$ cat src/rtl/serial_addsub_pkg.sv
// serial_addsub_pkg
// Shared definitions for the bit-serial add/subtract engine:
//   - state_t      : controller states (IDLE / RUN / DONE)
//   - OP_ADD/OP_SUB: encoding of the op select input
//   - cnt_width()  : bit-counter width for a given operand width
package serial_addsub_pkg;

    typedef enum logic [1:0] {
        ST_IDLE = 2'd0,
        ST_RUN  = 2'd1,
        ST_DONE = 2'd2
    } state_t;

    localparam logic OP_ADD = 1'b0;
    localparam logic OP_SUB = 1'b1;

    // Counter only needs to reach WIDTH-1, so $clog2(WIDTH) bits suffice.
    function automatic int cnt_width(input int w);
        return (w > 1) ? $clog2(w) : 1;
    endfunction

endpackage

$ cat src/rtl/serial_addsub_bit_cell.sv
// addsub_bit_cell
// Combinational 1-bit full adder / full subtractor built from two
// half add/sub stages.
// Ports:
//   a, b  : operand bits
//   cin   : carry-in (add) or borrow-in (sub)
//   op    : OP_ADD or OP_SUB
//   s     : sum / difference bit
//   cout  : carry-out (add) or borrow-out (sub)
module addsub_bit_cell
    import serial_addsub_pkg::*;
(
    input  logic a,
    input  logic b,
    input  logic cin,
    input  logic op,
    output logic s,
    output logic cout
);

    // Half add/sub: returns {carry_or_borrow, sum_or_diff}.
    // The only difference between the two is inverting the minuend
    // before the AND (borrow = ~x & y, carry = x & y).
    function automatic logic [1:0] half_stage(input logic x, input logic y, input logic o);
        return {(((o == OP_SUB) ? ~x : x) & y), (x ^ y)};
    endfunction

    logic [1:0] h1;
    logic [1:0] h2;

    always_comb begin
        h1   = half_stage(a, b, op);
        h2   = half_stage(h1[0], cin, op);
        s    = h2[0];
        cout = h1[1] | h2[1];
    end

endmodule

$ cat src/rtl/serial_addsub.sv
// serial_addsub
// Bit-serial add/subtract engine. Operands are accepted over a valid/ready
// handshake, processed one bit per cycle LSB first through a single
// addsub_bit_cell with a registered carry/borrow, and the result is
// returned over a second valid/ready handshake.
// Parameters:
//   WIDTH     : operand/result width, 2..64
// Ports:
//   clk, rst  : clock, asynchronous active-high reset
//   in_valid  / in_ready  : operand handshake (a, b, op)
//   out_valid / out_ready : result handshake (result, cout)
//   cout      : carry-out for add, borrow-out (A < B) for subtract
//   busy      : high while computing or holding a result
// Optional build macro:
//   SERIAL_ADDSUB_OVF_EN adds output ovf: two's-complement signed overflow.
module serial_addsub
    import serial_addsub_pkg::*;
#(
    parameter int WIDTH = 8
) (
    input  logic             clk,
    input  logic             rst,
    input  logic             in_valid,
    output logic             in_ready,
    input  logic [WIDTH-1:0] a,
    input  logic [WIDTH-1:0] b,
    input  logic             op,
    output logic             out_valid,
    input  logic             out_ready,
    output logic [WIDTH-1:0] result,
    output logic             cout,
    output logic             busy
`ifdef SERIAL_ADDSUB_OVF_EN
    ,
    output logic             ovf
`endif
);

    localparam int CNT_W = cnt_width(WIDTH);

    state_t           state_q, state_d;
    logic [CNT_W-1:0] cnt_q, cnt_d;
    logic             carry_q, carry_d;
    logic [WIDTH-1:0] result_q, result_d;
    logic             cout_q, cout_d;
    logic [WIDTH-1:0] a_sh_q, a_sh_d;
    logic [WIDTH-1:0] b_sh_q, b_sh_d;
    logic             op_q, op_d;
`ifdef SERIAL_ADDSUB_OVF_EN
    logic             ovf_q, ovf_d;
`endif

    logic cell_s;
    logic cell_cout;
    logic last_bit;

    addsub_bit_cell u_cell (
        .a    (a_sh_q[0]),
        .b    (b_sh_q[0]),
        .cin  (carry_q),
        .op   (op_q),
        .s    (cell_s),
        .cout (cell_cout)
    );

    assign last_bit = (cnt_q == CNT_W'(WIDTH - 1));

    always_comb begin
        state_d  = state_q;
        cnt_d    = cnt_q;
        carry_d  = carry_q;
        result_d = result_q;
        cout_d   = cout_q;
        a_sh_d   = a_sh_q;
        b_sh_d   = b_sh_q;
        op_d     = op_q;
`ifdef SERIAL_ADDSUB_OVF_EN
        ovf_d    = ovf_q;
`endif
        case (state_q)
            ST_IDLE: begin
                if (in_valid) begin
                    a_sh_d  = a;
                    b_sh_d  = b;
                    op_d    = op;
                    carry_d = 1'b0;
                    cnt_d   = '0;
                    state_d = ST_RUN;
                end
            end
            ST_RUN: begin
                result_d[cnt_q] = cell_s;
                a_sh_d          = a_sh_q >> 1;
                b_sh_d          = b_sh_q >> 1;
                carry_d         = cell_cout;
                if (last_bit) begin
                    // Counter is left at WIDTH-1 so it never wraps.
                    cout_d  = cell_cout;
`ifdef SERIAL_ADDSUB_OVF_EN
                    // carry_q is the carry/borrow into the MSB here.
                    ovf_d   = carry_q ^ cell_cout;
`endif
                    state_d = ST_DONE;
                end else begin
                    cnt_d = cnt_q + CNT_W'(1);
                end
            end
            ST_DONE: begin
                if (out_ready) begin
                    state_d = ST_IDLE;
                end
            end
            default: state_d = ST_IDLE;
        endcase
    end

    always_ff @(posedge clk or posedge rst) begin
        if (rst) begin
            state_q  <= ST_IDLE;
            cnt_q    <= '0;
            carry_q  <= 1'b0;
            result_q <= '0;
            cout_q   <= 1'b0;
`ifdef SERIAL_ADDSUB_OVF_EN
            ovf_q    <= 1'b0;
`endif
        end else begin
            state_q  <= state_d;
            cnt_q    <= cnt_d;
            carry_q  <= carry_d;
            result_q <= result_d;
            cout_q   <= cout_d;
`ifdef SERIAL_ADDSUB_OVF_EN
            ovf_q    <= ovf_d;
`endif
        end
    end

    // Operand shift registers are pure datapath; they are always loaded
    // before use, so they carry no reset.
    always_ff @(posedge clk) begin
        a_sh_q <= a_sh_d;
        b_sh_q <= b_sh_d;
        op_q   <= op_d;
    end

    assign in_ready  = (state_q == ST_IDLE);
    assign out_valid = (state_q == ST_DONE);
    assign busy      = (state_q != ST_IDLE);
    assign result    = result_q;
    assign cout      = cout_q;
`ifdef SERIAL_ADDSUB_OVF_EN
    assign ovf       = ovf_q;
`endif

endmodule

$ cat config.mk
export PLATFORM = sky130hd
export DESIGN_NAME = serial_addsub
export DESIGN_NICKNAME = d
export VERILOG_FILES = /design/src/rtl/serial_addsub_pkg.sv /design/src/rtl/serial_addsub_bit_cell.sv /design/src/rtl/serial_addsub.sv
export SDC_FILE = /design/constraint.sdc
export NUM_CORES = 1
export LEC_CHECK = 0
export ABC_CLOCK_PERIOD_IN_PS = 1900
export CAP_MARGIN = 20
export CORE_MARGIN = 2
export CORE_UTILIZATION = 50
export CTS_BUF_LIST = sky130_fd_sc_hd__clkbuf_8
export CTS_CLUSTER_SIZE = 24
export DETAILED_ROUTE_END_ITERATION = 6
export GPL_TIMING_DRIVEN = 0
export PLACE_DENSITY = 0.8
export SLEW_MARGIN = 20
export SYNTH_ARGS = -nofsm -noshare
export SYNTH_HDL_FRONTEND = slang
export SYNTH_HIERARCHICAL = 1
export SYNTH_SLANG_ARGS = --single-unit
$ cat constraint.sdc
create_clock -name clk -period 1.9 [get_ports clk]
set_input_delay 0.285 -clock clk [delete_from_list [all_inputs] [get_ports clk]]
set_output_delay 0.285 -clock clk [all_outputs]
set_load 0.05 [all_outputs]
---- Word level (Yosys, flattened, before mapping) ----
Index checks and enable logic that the tools add are counted.
Widths: inputs -> output; s select.
operators by class
  $add $sub $neg .......................... 1
  order comparisons ....................... 2
  equal/unequal tests ..................... 7
  mux-type cells .......................... 18
  bitwise gates (word level) .............. 7
  reductions and logical operators ........ 9
operator list
  cell                 number
  $pmux 8 s2           2
  $mux 8               2
  $bwmux 8             1
  $mux 2               3
  $mux 3               2
  $ne 2x2->1 const B   3
  $pmux 2 s3           1
  $pmux 3 s2           1
  $reduce_and 2->1     3
  $reduce_and 3->1     2
  $lt 3x4->1 const B   1
  $mux 1               4
  $reduce_bool 2->1    2
  $add 3x1->3 const B  1
  $demux 1 s3          1
  $eq 3x3->1 const B   1
  $ge 3x1->1 const B   1
  $and 1x1->1          2
  $eq 2x1->1 const B   1
  $eq 2x2->1 const B   1
  $logic_not 2->1      1
  $ne 2x1->1 const B   1
  $not 1->1            2
  $pmux 1 s2           1
  3 further kinds      4
storage, ports and cells
  register bits after elaboration ......... 32
  output and inout port bits .............. 12
  word-level logic and storage cells ...... 52

---- Logic depth before layout (Yosys ltp) ----
Gate-level depths: netlist of the first run.
  depth in word-level cells ............... 6
  gate-level depth with buffers ........... 5

---- By module ----
Netlist of the first run, hierarchy kept.
modules (own cells, without submodules)
  module           instances  cells each  area each (um^2)  sequential area each (um^2)
  serial_addsub    1          127         1405.1            885.8
  addsub_bit_cell  1          4           37.5              0.0

---- Worst setup path before layout of the first run ----
No wires, ideal clock.
  kind .................................... register to register
  from .................................... register state_q[0]
  to ...................................... register op_q, enable pin
  library setup time ...................... 293 ps
  arrival ................................. 1399 ps
  data required time ...................... 1607 ps
  path slack .............................. 208 ps
  stages on the path, launching flop included .. 4
  buffers on the path ..................... 0
  period minus slack after synthesis ...... 1692 ps
  cell sequence ........................... dfrtp_1 -> or2_2 -> inv_1 -> and2_1
on the way
  word-level cells in the longest chain between the ends .. 2
ends and longest elaborated chain
  item                        RTL line              text
  from (decl)                 serial_addsub.sv:41   state_t state_q, state_d;
  from (signal assigned)      serial_addsub.sv:128  state_q <= state_d;
  $logic_not 2->1             -
  named net in_ready          serial_addsub.sv:24   output logic in_ready,
  $reduce_and 2->1 (no line)  -
  to (signal assigned)        serial_addsub.sv:144  op_q <= op_d;
  to (decl)                   serial_addsub.sv:48   logic op_q, op_d;
The timed path passes the listed nets, and every way through them passes these cells.
A chain may end at the register's enable or synchronous reset.

---- Worst setup path after layout of the first run ----
  from .................................... register state_q[0]
  to ...................................... output port busy
on the way
  word-level cells in the longest chain between the ends .. 1
ends and longest elaborated chain
  item               RTL line              text
  $reduce_bool 2->1  serial_addsub.sv:149  assign busy = (state_q != ST_IDLE);
  to (decl)          serial_addsub.sv:32   output logic busy
Every way passes these cells.

==> flow_metrics.env, run 1 <==
export IMPL_yosysTopAreaCellShare=0.354
export IMPL_slew_limit_headroom=0.479
export IMPL_grt_overflow_total=0
export IMPL_num_io_pins=33
export IMPL_tightest_slew_ps=780
export IMPL_worstPathRequired_ps=1620
export IMPL_status="finished, final reports clean"
export IMPL_r2r_slack_ps=180
export IMPL_startpoint_type="flop"
export IMPL_drc=0
export IMPL_clock_sinks=32
export IMPL_whs_ps=358
export IMPL_critical_path_top_delay_family="flip-flops"
export IMPL_max_freq_mhz=568
export IMPL_final_layout_size_suffix_gt1_frac=0.146
export IMPL_antenna_found_initial=0
export IMPL_root_buffer="clkbuf_8"
export IMPL_crit_slowest_cell="dfrtp_1"
export IMPL_clock_skew_final_ps=4.21
export IMPL_dpl_worst_slack_ps=-6.56
export IMPL_tns_ps=0
export IMPL_cts_buffers=5
export IMPL_vias_per_cell=5.12
export IMPL_clkPwrFrac=0.141
export IMPL_cts_max_level=2
export IMPL_finalCriticalPeriod_ps=1760
export IMPL_grt_pass1_vias=1027
export IMPL_die_w_um=57.7
export IMPL_synth_edf_count=17
export IMPL_async_reset_ff_frac=0.469
export IMPL_cp_max_fo=7
export IMPL_diodes=0
export IMPL_hold_violations=0
export IMPL_rows=19
export IMPL_drt_wl_total_um=2600
export IMPL_finalSetupViolCount=0
export IMPL_netlist_top_cells_area="edfxtp_1 35%, dfrtp_1 26%, nand2_1 12%"
export IMPL_start_util=0.523
export IMPL_p_int_mw=1.98
export IMPL_max_vdd_ir_drop_v=0.00135
export IMPL_ys_ff_latch=32
export IMPL_path_buf_inv=1
export IMPL_fin_nets=193
export IMPL_layout_commonest_cell="nand2_1"
export IMPL_drtIter0Drc=34
export IMPL_cts_buffer_depth=2
export IMPL_antenna_left=0
export IMPL_synth_cells=131
export IMPL_gp_congestion=0.737
export IMPL_finalMaxSlewViolations=0
export IMPL_mostFrequentLayoutCells="48 x nand2_1, 29 x clkdlybuf4s50_1, 17 x edfxtp_1"
export IMPL_ys_types=28
export IMPL_rsz0062_at_grt="no"
export IMPL_fillCellCount=212
export IMPL_switching_power_mw=1.38
export IMPL_slowest_delay_ps=440
export IMPL_dp_hpwl_um=1840
export IMPL_grt_total_usage=0.182
export IMPL_synth_warning_count=6
export IMPL_end_kind="output pin"
export IMPL_min_path_type="primary input to asynchronous set/reset pin"
export IMPL_p_leak_nw=0.854
export IMPL_grt_max_degree=17
export IMPL_grt_pass1_wl_um=4570
export IMPL_path_class="flop to output pin"
export IMPL_p_sw_frac=0.411
export IMPL_drtPass1Iterations=4
export IMPL_die_y_um=57.7
export IMPL_dieArea_mm2=0.00333
export IMPL_synth_area_mm2=0.00144
export IMPL_synth_seq_area_share=0.614
export IMPL_avgSynthCellArea_um2=11.0
export IMPL_syn_num_nets=154
export IMPL_fin_util=0.681
export IMPL_arrival_ps=1470
export IMPL_yosys_area_top_type="edfxtp_1"
export IMPL_clk_pin_slew_ps=70
export IMPL_coreArea_mm2=0.00276
export IMPL_synthToLayoutAreaGrowth_pct=30.1
export IMPL_timing_final_crit_share=0.926
export IMPL_ys_flop_type="edfxtp_1"
export IMPL_comb_power_share=0.471
export IMPL_p_total_mw=3.37
export IMPL_routedWlPerCell_um=12.9
export IMPL_critical_path_cell_chain="or2_2 > dlygate4sd2_1"
export IMPL_cts_tree="yes"
export IMPL_io_buffers=32
export IMPL_power_density_mw_per_mm2=1790
export IMPL_pwr_share_seq=0.389
export IMPL_vias=1035
export IMPL_maxCapViolations=0
export IMPL_clk_latency_ps=280
export IMPL_hold_buffers=0
export IMPL_post_route_worst_setup_slack_ps=141
-- cell usage after synthesis (all sizes together) (2+ instances only) --
master / number
and2: 3
nand2b: 4
buf: 4
inv: 4
mux2i: 2
nor2: 3
ha: 2
nand2: 48
o21ai: 2
nor4: 3
edfxtp: 17
dfrtp: 15
nor3: 2
xnor2: 2
mux2: 10
-- per-stage QoR --
step / std cells / area (um2)
finish: 202 / 1880
global route: 202 / 1880
CTS: 202 / 1880
detailed placement: 194 / 1800
global placement: 194 / 1800
floorplan: 131 / 1440
-- power groups by stage --
stage	Clock, mW	Combinational, mW	Sequential, mW
finish	0.474	1.58	1.31
global route	0.517	1.75	1.35
CTS	0.482	1.61	1.31
detailed placement	0	1.61	1.32
global placement	0	1.56	1.30
floorplan	0	0.829	1.61
-- registers in the layout (all words and copies together) (netlist names) --
signal,flops
a_sh_q,8
b_sh_q,8
carry_q,1
cnt_q,3
cout,1
op_q,1
result,8
state_q,2
-- final cells by class --
cell class / count / area, um2 / area share
Sequential cell: 32 / 886 / 0.472
Inverter: 5 / 20.0 / 0.0107
Multi-Input combinational cell: 89 / 517 / 0.275
Buffer: 5 / 22.5 / 0.0120
Clock buffer: 5 / 68.8 / 0.0367
Timing Repair Buffer: 32 / 313 / 0.167
Clock inverter: 3 / 11.3 / 0.00600
Tap cell: 31 / 38.8 / 0.0207
-- worst paths after layout --
| kind | startpoint | endpoint | depth (start not counted) |
|---|---|---|---|
| hold reg to reg | result[6] | result[6] | 1 |
| min in group clk | result[6] | result[6] | 1 |
| hold / removal | rst | state_q[0] | 2 |
| setup reg to reg | cnt_q[1] | cnt_q[0] | 5 |
| max in group asynchronous | rst | cnt_q[0] | 2 |
| setup / recovery | state_q[0] | busy | 2 |
-- kinds of logic after synthesis --
logic type	Yosys count	synth area share
fa+ha+maj	3	0.0251
compound gates	3	0.0130
simple gates	68	0.208
mux	12	0.0919
xor+xnor	3	0.0182
buf+inv	10	0.0295
flops	32	0.614
-- routing by layer --
| layer | wire length (um) | vias up | global-route usage | part of all wire |
|---|---|---|---|---|
| li1 | - | 515 | - | - |
| met1 | 1170 | 493 | 0.235 | 0.45 |
| met2 | 1260 | 23 | 0.295 | 0.49 |
| met3 | 125 | 4 | 0.0424 | 0.048 |
| met4 | 42 | 0 | 0.0797 | 0.016 |
| met5 | 0 | - | 0 | 0 |
-- timing repair --
action / 4_1_cts / 5_1_grt
endpoints found under the hold margin: 0 / 0
setup buffers: 0 / 0
gates resized for setup: 4 / 1
setup endpoints to repair: 3 / 1
Note: power is estimated with default switching activity, not from simulation.
==> inputs of run 2 (changes only) <==
--- a/config.mk
+++ b/config.mk
@@ -6,7 +6,7 @@
 export NUM_CORES = 1
 export LEC_CHECK = 0
 export ABC_CLOCK_PERIOD_IN_PS = 1900
-export CAP_MARGIN = 20
+export CAP_MARGIN = 25
 export CORE_MARGIN = 2
 export CORE_UTILIZATION = 50
 export CTS_BUF_LIST = sky130_fd_sc_hd__clkbuf_8
==> results of run 2 <==
No change in the layout: final DEF, timing and power equal those of run 1.
==> inputs of run 3 (changes only) <==
--- a/config.mk
+++ b/config.mk
@@ -5,7 +5,7 @@
 export SDC_FILE = /design/constraint.sdc
 export NUM_CORES = 1
 export LEC_CHECK = 0
-export ABC_CLOCK_PERIOD_IN_PS = 1900
+export ABC_CLOCK_PERIOD_IN_PS = 2100
 export CAP_MARGIN = 25
 export CORE_MARGIN = 2
 export CORE_UTILIZATION = 50
==> constraint.sdc (replaced) <==
create_clock -name clk -period 2.1 [get_ports clk]
set_input_delay 0.315 -clock clk [delete_from_list [all_inputs] [get_ports clk]]
set_output_delay 0.315 -clock clk [all_outputs]
set_load 0.05 [all_outputs]
==> run 3 against run 2 <==
Net effect: clock skew barely moved; die area unchanged; global-route usage did not move; critical endpoint is now in_ready; largest cell class unchanged; largest power group unchanged.
==> flow_metrics.env, run 3 (synthesis results as in run 1) <==
export IMPL_cts_tree="yes"
export IMPL_maxCapViolations=0
export IMPL_dp_hpwl_um=1840
export IMPL_slew_limit_headroom=0.479
export IMPL_tns_ps=0
export IMPL_drc=0
export IMPL_coreArea_mm2=0.00276
export IMPL_min_path_type="primary input to asynchronous set/reset pin"
export IMPL_post_cts_setup_buffer_count=0
export IMPL_grt_pass1_vias=1027
export IMPL_grt_total_usage=0.182
export IMPL_p_leak_nw=0.875
export IMPL_hold_buffers=0
export IMPL_antenna_left=0
export IMPL_cts_buffers=5
export IMPL_p_total_mw=3.05
export IMPL_dpl_worst_slack_ps=163
export IMPL_startpoint_type="flop"
export IMPL_power_density_mw_per_mm2=1620
export IMPL_status="finished, final reports clean"
export IMPL_final_layout_size_suffix_gt1_frac=0.140
export IMPL_worstPathRequired_ps=1780
export IMPL_diodes=0
export IMPL_drt_wl_total_um=2600
export IMPL_vias_per_cell=5.13
export IMPL_end_kind="output pin"
export IMPL_fin_nets=193
export IMPL_rows=19
export IMPL_hold_violations=0
export IMPL_vias=1036
export IMPL_finalMaxSlewViolations=0
export IMPL_post_route_worst_setup_slack_ps=142
export IMPL_io_buffers=32
export IMPL_tightest_slew_ps=780
export IMPL_antenna_found_initial=0
export IMPL_mostFrequentLayoutCells="48 x nand2_1, 29 x clkdlybuf4s50_1, 17 x edfxtp_1"
export IMPL_drtIter0Drc=34
export IMPL_die_w_um=57.7
export IMPL_drtPass1Iterations=4
export IMPL_clk_latency_ps=280
export IMPL_gp_congestion=0.737
export IMPL_routedWlPerCell_um=12.8
export IMPL_finalSetupViolCount=0
export IMPL_clock_skew_final_ps=4.39
export IMPL_layout_commonest_cell="nand2_1"
export IMPL_grt_pass1_wl_um=4570
export IMPL_cts_max_level=2
export IMPL_cts_buffer_depth=2
export IMPL_root_buffer="clkbuf_8"
export IMPL_cp_max_fo=7
export IMPL_synthToLayoutAreaGrowth_pct=30.9
export IMPL_start_util=0.523
export IMPL_die_y_um=57.7
export IMPL_max_vdd_ir_drop_v=0.00122
export IMPL_max_freq_mhz=511
export IMPL_clock_sinks=32
export IMPL_grt_overflow_total=0
export IMPL_timing_final_crit_share=0.932
export IMPL_clk_pin_slew_ps=70
export IMPL_arrival_ps=1640
export IMPL_dieArea_mm2=0.00333
export IMPL_path_class="flop to output pin"
export IMPL_num_io_pins=33
export IMPL_grt_max_degree=17
export IMPL_rsz0062_at_grt="no"
export IMPL_finalCriticalPeriod_ps=1960
## run 3: cell count changes in the layout (fill, tap and decap cells not counted)
cell,before,now
clkbuf_2,1,0
dlygate4sd2_1,2,1
dlymetal6s2s_1,0,2
## run 3: critical path, cell delays in order (launching register included)
cell and delay, ps:
dfrtp_1 440, or2_2 330, inv_1 70, dlygate4sd2_1 520
## run 3: layout make-up
type,count,area [um2]
Clock inverter,3,11.3
Fill cell,211,870
Timing Repair Buffer,32,324
Buffer,5,22.5
Inverter,5,20.0
Multi-Input combinational cell,89,517
Clock buffer,5,68.8
Sequential cell,32,886
Tap cell,31,38.8
## run 3: worst paths after layout
kind                             from    endpoint  slack (ps)  depth (start not counted)
hold reg to reg             result[6]   result[6]         500                          1
hold / removal                    rst  state_q[0]         390                          2
min in group clk            result[6]   result[6]         500                          1
setup / recovery           state_q[0]    in_ready         140                          3
setup reg to reg             cnt_q[1]    cnt_q[0]         380                          5
max in group asynchronous         rst    cnt_q[0]        1350                          2
## run 3: where the power goes
part           internal [mW]  switching, mW
clock                  0.221          0.210
combinational          0.547          0.893
sequential              1.03          0.149
## run 3: metal layers
metal,global-route usage,part of all wire,vias up
met5,0,0,-
met4,0.0797,0.016,0
met3,0.0424,0.053,4
met2,0.295,0.48,24
met1,0.235,0.45,494
li1,-,-,514
## run 3: metrics by stage
step	hold slack [ps]	instance area (um2)	std cells	utilization
floorplan	216	1440	131	-
global placement	476	1800	194	0.653
detailed placement	489	1800	194	0.654
CTS	412	1880	202	0.683
global route	458	1890	202	0.685
finish	389	1890	202	0.685
## run 3: timing repair
action                     in CTS  in global routing
cloned                          0                  0
setup endpoints to repair       1                  2
resized for setup               1                  2
==> patch, RTL diff (config.mk and constraints of run 2) <==
Set the parameter `WIDTH` to 12 (it was 8).
--- a/src/rtl/serial_addsub.sv
+++ b/src/rtl/serial_addsub.sv
@@ -17,5 +17,5 @@
     import serial_addsub_pkg::*;
 #(
-    parameter int WIDTH = 8
+    parameter int WIDTH = 12
 ) (
     input  logic             clk,
Interface: changed (resized a, b and result); port bits go from 33 to 45. No check against the original RTL was run, so the function may have changed too.
==> patch against run 2 <==
Wire length increased by 47%. Setup slack lost 31 ps. Non-clock buffer count increased by 15. Critical path depth stayed put. Worst hold slack improved by 74 ps. Clock skew increased by 5.4 ps. Register-to-register slack about the same. Total power increased by 51%. Synthesized cell count increased by 42%. Sequential cell count rose by 13. Area after synthesis rose by 45%. Cell area increased by 44%. Critical path type unchanged. Critical endpoint is now out_valid.
==> patch: results (changes against run 2) <==
Yosys
  – FFs w/ async S/R, synth: 44.4% (-2.4 points)
  – Yosys top cell area share: 35.9% (+0.50 points)
  – Sequential area share after synthesis: 59.8% (-1.6 points)
  – Gate Count Post-Synth: 186 (+42%)
  – Synth area leaders: edfxtp_1 (36%), dfrtp_1 (24%), nand2_1 (14%)
  – Net Count, Synth: 219 (+42%)
  – Yosys cell types: 31 (+11%)
  – Post-synth top cells: nand2_1 (79), edfxtp_1 (25), dfrtp_1 (20)
  – Number of flops mapped to enable cells by yosys: 25 (+8)

Detailed routing
  – First-pass DRT Iterations: 4 (unchanged)
  – Wire length per cell: 13.3 um (+3.2%)
  – DRT iter0 DRCs: 85 (+150%)
  – Vias per cell: 4.89 (-4.5%)

Outcome
  – Status: complete, no violations

Placement
  – DP HPWL: 2.73 mm (+48%)
  – Number of I/O port buffers: 44 (+38%)
  – GPL Wtd Cong: 0.787 (+6.8%)
  – Placed cell count: 280 (+44%)

Power
  – Lkg Pwr: 1.22 nW (+42%)
  – VDD IR-drop max: 0.000879 V (-35%)

STA
  – Worst Clk Skew: 9.58 ps (+5.37 ps)
  – Relative slew slack: 49.2% (+1.3 points)

Finish
  – # nets final: 270 (+40%)
  – Fraction of layout cells with a size suffix above 1: 13.9% (-0.70 points)
  – Finished Layout Cells: 287 (+42%)

Global route
  – Met1 Usage GRT: 26.3% (+2.7 points)
  – Gr usage total: 18.6% (+0.33 points)
  – First-pass GRT wire length: 6.15 mm (+35%)
  – Largest net degree at the start of global routing: 25 (+8)
  – Vias in the first global route: 1343 (+31%)
  – Met2 usage: 27.2% (-2.4 points)
  – M3 GR Usage: 3.90% (-0.34 points)

Critical path
  – Reg2reg start: state_q[0]
  – Data arrival, critical path: 1510 ps (+40 ps)
  – RR Endpoint: a_sh_q[5]
  – Critical path origin: state_q[1]
  – Worst Path Max Fanout: 9 (+2)
  – Cells on worst reg2reg path: 3 (-2)
  – Max stage delay on crit path: 520 ps (+80 ps)
  – CP max stage cell: clkdlybuf4s15_1

Clock tree
  – Clock latency on the worst-skew pair: 290 ps
==> patch: cell count changes in the layout (fill, tap and decap cells not counted), sizes merged, moves of 2 or more <==
cell           before  now
and4bb              0    2
buf                 4    6
clkdlybuf4s50      29   41
dfrtp              15   20
edfxtp             17   25
ha                  2    4
mux2               10   14
nand2              48   83
nand2b              4    1
nand3               0    2
nor2                3    0
nor4                3    0
==> patch: stage by stage <==
stage          TNS (ps)  setup slack [ps]  cell area [um2]  hold WS [ps]  power [mW]
2_1_floorplan         0              25.1             2090           249        3.70
3_3_place_gp     -13730              -572             2590           471        4.36
3_5_place_dp     -14030              -585             2590           486        4.44
4_1_cts               0              3.86             2700           461        5.12
5_1_grt               0              11.4             2700           519        5.42
6_report              0               110             2700           432        5.07
==> patch: worst max-delay path by stage <==
| stage | slack, ps | endpoint | cells past startpoint |
|---|---|---|---|
| floorplan | 30 | a_sh_q[0] | 3 |
| global placement | -570 | a_sh_q[5] | 4 |
| detailed placement | -590 | a_sh_q[5] | 4 |
| CTS | 4 | in_ready | 3 |
| global route | 10 | out_valid | 2 |
| finish | 110 | out_valid | 2 |
==> patch: layout make-up <==
class                      count  area, um2
inverter                       6       22.5
clock inverter                 2       35.0
multi-input combinational    127        788
sequential                    45       1250
timing repair buffer          44        434
buffer                         8       37.5
clock buffer                   5       68.8
fill                         295       1300
tap                           50       62.6
==> patch: cells by family (layout without fill, tap and decap cells) <==
group | after synthesis | in the layout | share of synthesized area, %
flip-flops | 45 | 45 | 59.8
adder cells (fa/ha/maj) | 5 | 5 | 2.93
AO/OA/AOI/OAI | 4 | 4 | 1.44
buffers and inverters | 14 | 65 | 2.87
multiplexers | 16 | 16 | 9.75
XOR/XNOR | 4 | 4 | 1.67
AND/OR/NAND/NOR | 98 | 98 | 21.5
==> patch: worst max-delay path, delay by kind of cell (launching register included) <==
| family | cells | cell delay [ps] |
|---|---|---|
| buffers and inverters | 1 | 520 |
| flip-flops | 1 | 470 |
| AND/OR/NAND/NOR | 1 | 220 |
==> patch: where the power goes <==
group          total (mW)  leakage (nW)  switching (mW)  internal (mW)
Clock               0.687        0.0540           0.305          0.382
Combinational        2.44         0.664            1.51          0.926
Sequential           1.94         0.499           0.266           1.68
Total                5.07          1.22            2.08           2.99
==> patch: routing by layer <==
layer	routed length, um	part of all wire (%)
met3	130	3.4
met2	1780	47
met1	1840	48
met5	0	0
met4	61	1.6
==> patch: timing repair <==
item	4_1_cts	5_1_grt
endpoints found under the setup margin	27	2
resized for setup	6	2
hold endpoints to repair	0	0
gates cloned	0	0
